$ cat src/rtl/hmc_tx_token_ctrl.sv
// HMC TX token flow-control gate.
// Grants FLIT words against free input-buffer tokens and replenishes from RTC.
module hmc_tx_token_ctrl #(
   parameter int FPW                = 4,
   parameter int LOG_FPW            = 2,
   parameter int LOG_MAX_HMC_TOKENS = 10
) (
   input  logic                          clk,
   input  logic                          res_n,
   input  logic                          init_valid,
   input  logic [LOG_MAX_HMC_TOKENS:0]   init_tokens,
   input  logic                          clear_err,
   input  logic                          tx_req_valid,
   input  logic [LOG_FPW:0]              tx_req_flits,
   output logic                          tx_req_ready,
   input  logic                          rtc_valid,
   input  logic [LOG_MAX_HMC_TOKENS:0]   rtc_tokens,
   output logic [LOG_MAX_HMC_TOKENS:0]   tokens_avail,
   output logic [LOG_MAX_HMC_TOKENS:0]   tokens_max,
   output logic                          token_err,
   output logic                          state_active
);

   localparam int TW = LOG_MAX_HMC_TOKENS + 1;
   localparam logic [TW-1:0] TOK_LIM = TW'(1) << LOG_MAX_HMC_TOKENS;
   localparam logic [LOG_FPW:0] FPW_L = (LOG_FPW+1)'(FPW);

   typedef enum logic [1:0] {
      UNINIT,
      ACTIVE,
      ERROR
   } state_t;

   state_t        state;
   state_t        state_nx;
   logic [TW-1:0] avail_nx;
   logic [TW-1:0] max_nx;
   logic [TW-1:0] flits_ext;
   logic [TW:0]   sum;
   logic          flits_ok;
   logic          init_ok;
   logic          fire;

   assign flits_ext = TW'(tx_req_flits);
   assign flits_ok  = tx_req_flits <= FPW_L;
   assign init_ok   = (init_tokens != '0) && (init_tokens <= TOK_LIM);

   // Grant depends only on the registered count, never on same-cycle RTC.
   assign tx_req_ready = (state == ACTIVE) && flits_ok &&
                         (tokens_avail >= flits_ext);
   assign fire = tx_req_valid && tx_req_ready;

   // One extra bit so an RTC overflow is visible before the compare.
   assign sum = {1'b0, tokens_avail}
              - (fire ? {1'b0, flits_ext} : '0)
              + (rtc_valid ? {1'b0, rtc_tokens} : '0);

   // Next state and next counter values.
   always_comb begin
      state_nx = state;
      avail_nx = tokens_avail;
      max_nx   = tokens_max;
      unique case (state)
         UNINIT: begin
            if (init_valid) begin
               if (init_ok) begin
                  state_nx = ACTIVE;
                  avail_nx = init_tokens;
                  max_nx   = init_tokens;
               end else begin
                  state_nx = ERROR;
               end
            end
         end
         ACTIVE: begin
            if (init_valid) begin
               if (init_ok) begin
                  avail_nx = init_tokens;
                  max_nx   = init_tokens;
               end else begin
                  state_nx = ERROR;
               end
            end else if (tx_req_valid && !flits_ok) begin
               state_nx = ERROR;
            end else if (sum > {1'b0, tokens_max}) begin
               avail_nx = tokens_max;
               state_nx = ERROR;
            end else begin
               avail_nx = sum[TW-1:0];
            end
         end
         ERROR: begin
            if (clear_err) begin
               state_nx = UNINIT;
               avail_nx = '0;
            end
         end
         default: begin
            state_nx = UNINIT;
         end
      endcase
   end

   // State, counters and registered status flags.
   always_ff @(posedge clk or negedge res_n) begin
      if (!res_n) begin
         state        <= UNINIT;
         tokens_avail <= '0;
         tokens_max   <= '0;
         token_err    <= 1'b0;
         state_active <= 1'b0;
      end else begin
         state        <= state_nx;
         tokens_avail <= avail_nx;
         tokens_max   <= max_nx;
         token_err    <= (state_nx == ERROR);
         state_active <= (state_nx == ACTIVE);
      end
   end

endmodule
$ cat config.mk
export PLATFORM = sky130hd
export DESIGN_NAME = hmc_tx_token_ctrl
export DESIGN_NICKNAME = d
export VERILOG_FILES = /design/src/rtl/hmc_tx_token_ctrl.sv
export SDC_FILE = /design/constraint.sdc
export NUM_CORES = 1
export LEC_CHECK = 0
export CORE_AREA = 5 5 89 91
export CTS_CLUSTER_SIZE = 40
export DETAILED_ROUTE_END_ITERATION = 16
export DIE_AREA = 0 0 94 96
export PLACE_DENSITY = 0.78
export SLEW_MARGIN = 20
export SYNTH_ARGS = -nofsm -noshare
export SYNTH_HDL_FRONTEND = slang
export SYNTH_SLANG_ARGS = --single-unit
$ cat constraint.sdc
create_clock -name clk -period 4.4 [get_ports clk]
set_clock_uncertainty 0.1 [all_clocks]
set_input_delay 0.66 -clock clk [delete_from_list [all_inputs] [get_ports clk]]
set_output_delay 0.66 -clock clk [all_outputs]
set_load 0.005 [all_outputs]
==> flow_summary.yaml <==
final_layout:
  nets: 527
  syn2layout_area_growth_pct: 57.2
  layout-drive-gt1-share_pct: 30.4
  layout_commonest_cell: "buf_4"
  final_util_pct: 60.3
  n_antenna_cell: 0
  mostFrequentLayoutCells: "70 x buf_4, 53 x inv_1, 51 x clkdlybuf4s50_1"
clock_network:
  root_buffer: "clkbuf_8"
  htree_num_levels: 1
  clk_pin_slew_worst_paths_ns: 0.09
  clk_latency_ns: 0.28
  clock-sinks: 26
  tritoncts: "yes"
  clock_path_buffers: 2
  cts_inserted_buffers: 3
timing:
  rsz0062_at_grt: "yes"
  finalHoldViolations: 0
  worst_slew_pin_slew_ns: 1.02
  fmax_mhz: 186
  relSlewSlack_pct: 31.5
  layout_setup_ws_ns: -0.985
  hold_ws_ns: 0.277
  setup_viol: 15
  post-route-period-util_pct: 122
  fin_crit_ns: 5.39
  slew_viol_final: 0
place:
  gp_congestion: 0.930
  port_buffers: 55
  place_ws_ns: -1.68
  dpl.hpwl_um: 6620
worst_setup_path:
  start_kind: "primary input"
  cp.arrival_ns: 5.45
  crit_required_ns: 4.46
  criticalPathCategory: "in2reg"
  path_max_fanout: 5
  endpoint_kind: "flop"
grt:
  grt_pass1_wl_um: 14400
  antenna_found_initial: 0
  track_usage_pct: 20.1
  grt_max_degree: 27
  grt_pass1_vias: 3098
  grt_overflow: 0
synth:
  syn_nets: 401
  syn_avg_cell_area_sq_um: 8.23
  syn_inst: 329
  synth-xor-area-share_pct: 2.91
  synth-simple-area-share_pct: 15.8
  synth_compound_area_share_pct: 23.6
  synthMuxAreaShare_pct: 4.94
  synth_ff_type: "dfrtp_1"
  synth-seq-cells: 26
  synth_edf_count: 0
  ys_seq_area_share_pct: 24.0
  synth_top_family_by_area: "compound AO/OA/AOI/OAI gates"
  synthArstFlopShare_pct: 100
  synthAdderAreaFrac_pct: 19.8
  yosysWarningCount: 0
  ys_types: 51
  syn-cell-area_sq_mm: 0.00271
routing:
  ant_nets: 0
  drt_iter0_drc: 182
  post_drt_wl_per_cell_um: 16.9
  vias: 2992
  routed_wl_um: 9340
  via_per_inst: 5.41
  dr.pass1.iters: 5
  remaining_drc_errors: 0
floorplanning:
  die_x_um: 94
  core_sq_mm: 0.00706
  io_pins: 56
  die_y_um: 96
  rows: 31
  die_area_sq_mm: 0.00902
  initial_core_util_pct: 38.4
run:
  max-cap-violations: 0
worst_hold_path:
  hold_class: "in2async"
run_status:
  failed_checks: "setup timing"
  outcome: "finished, violations left"
-- Yosys cell counts, types with 6 or more instances --
master   instances  area share, %
inv_1           56            7.8
ha_1            38             18
a21oi_1         35            6.5
dfrtp_1         26             24
nand2_1         23            3.2
nor2_1          21            2.9
o21ai_0         13            2.4
mux2_2          11            4.6
nor3_1          10            1.8
a221o_1          9            3.3
o21a_1           6            1.7
xnor2_1          6            1.9
-- cell families (layout without fill, tap and decap cells) --
kind of cell    Yosys count  in the layout
compound gates           93             94
simple gates             84             84
buf+inv                  64            188
fa+ha+maj                41             41
flops                    26             26
mux                      12             12
xor+xnor                  9              9
-- stage by stage --
stage,area [sq um],setup TNS (ns),std cells
global route,4260,-16.28,553
global placement,3790,-21.37,526
floorplan,2770,-9.26,329
finish,4260,-13.60,553
detailed placement,3790,-24.68,526
CTS,4110,-12.50,550
-- critical path, stage by stage --
cell and delay [ns]:
buf_12 0.09, inv_12 0.03, ha_4 0.14, or4_4 0.41
nor3_2 0.19, a31oi_2 0.13, and3_4 0.17, fa_1 0.50
inv_2 0.05, buf_4 0.12, buf_4 0.13, ha_4 0.22
a211oi_4 0.27, o21ai_1 0.15, xnor2_2 0.28, ha_1 0.31
a21oi_1 0.16, nor2b_1 0.07, o21ai_1 0.28, a21oi_4 0.14
o31ai_4 0.30, buf_4 0.18, a21oi_4 0.07, a221o_1 0.39
-- final cells by class --
class | instances | area (sq um)
Clock buffer | 4 | 55.1
Fill cell | 587 | 2800
Inverter | 56 | 223
Multi-Input combinational cell | 240 | 2090
Sequential cell | 26 | 651
Tap cell | 99 | 124
Timing Repair Buffer | 128 | 1120
-- flip-flops by register name, summed over array words and instances (netlist names) --
| register | cells |
|---|---|
| tokens_avail | 11 |
| tokens_max | 11 |
| state | 2 |
| state_active | 1 |
| token_err | 1 |
-- layer usage --
layer / global-route usage (%) / wire, um / part of all wire [%]
met1: 23.2 / 3700 / 40
met2: 37.1 / 4830 / 52
met3: 3.75 / 585 / 6.3
met4: 6.74 / 224 / 2.4
met5: 0 / 0 / 0
-- final timing paths --
| path | from | to | slack [ns] | depth (start not counted) |
|---|---|---|---|---|
| worst max-delay path | tx_req_flits[2] | tokens_avail[10] | -0.99 | 24 |
| worst min-delay path | res_n | tokens_max[8] | 0.28 | 1 |
| worst max register to register | tokens_avail[2] | tokens_avail[10] | -0.96 | 22 |
| worst min register to register | tokens_max[6] | tokens_avail[6] | 0.49 | 1 |
| max in group asynchronous | res_n | tokens_avail[1] | 3.53 | 1 |
| min in group clk | tokens_max[6] | tokens_avail[6] | 0.49 | 1 |
-- repair_timing --
item	4_1_cts	5_1_grt
gates cloned	1	0
pin swaps	48	26
gates resized for setup	32	22
hold endpoints to repair	0	0
hold buffers	0	0
endpoints found under the setup margin	15	15
buffers inserted	20	6
Power is left out: the tool's default activity adds up to more than one toggle a clock period on the data nets, which glitch-free logic cannot reach.
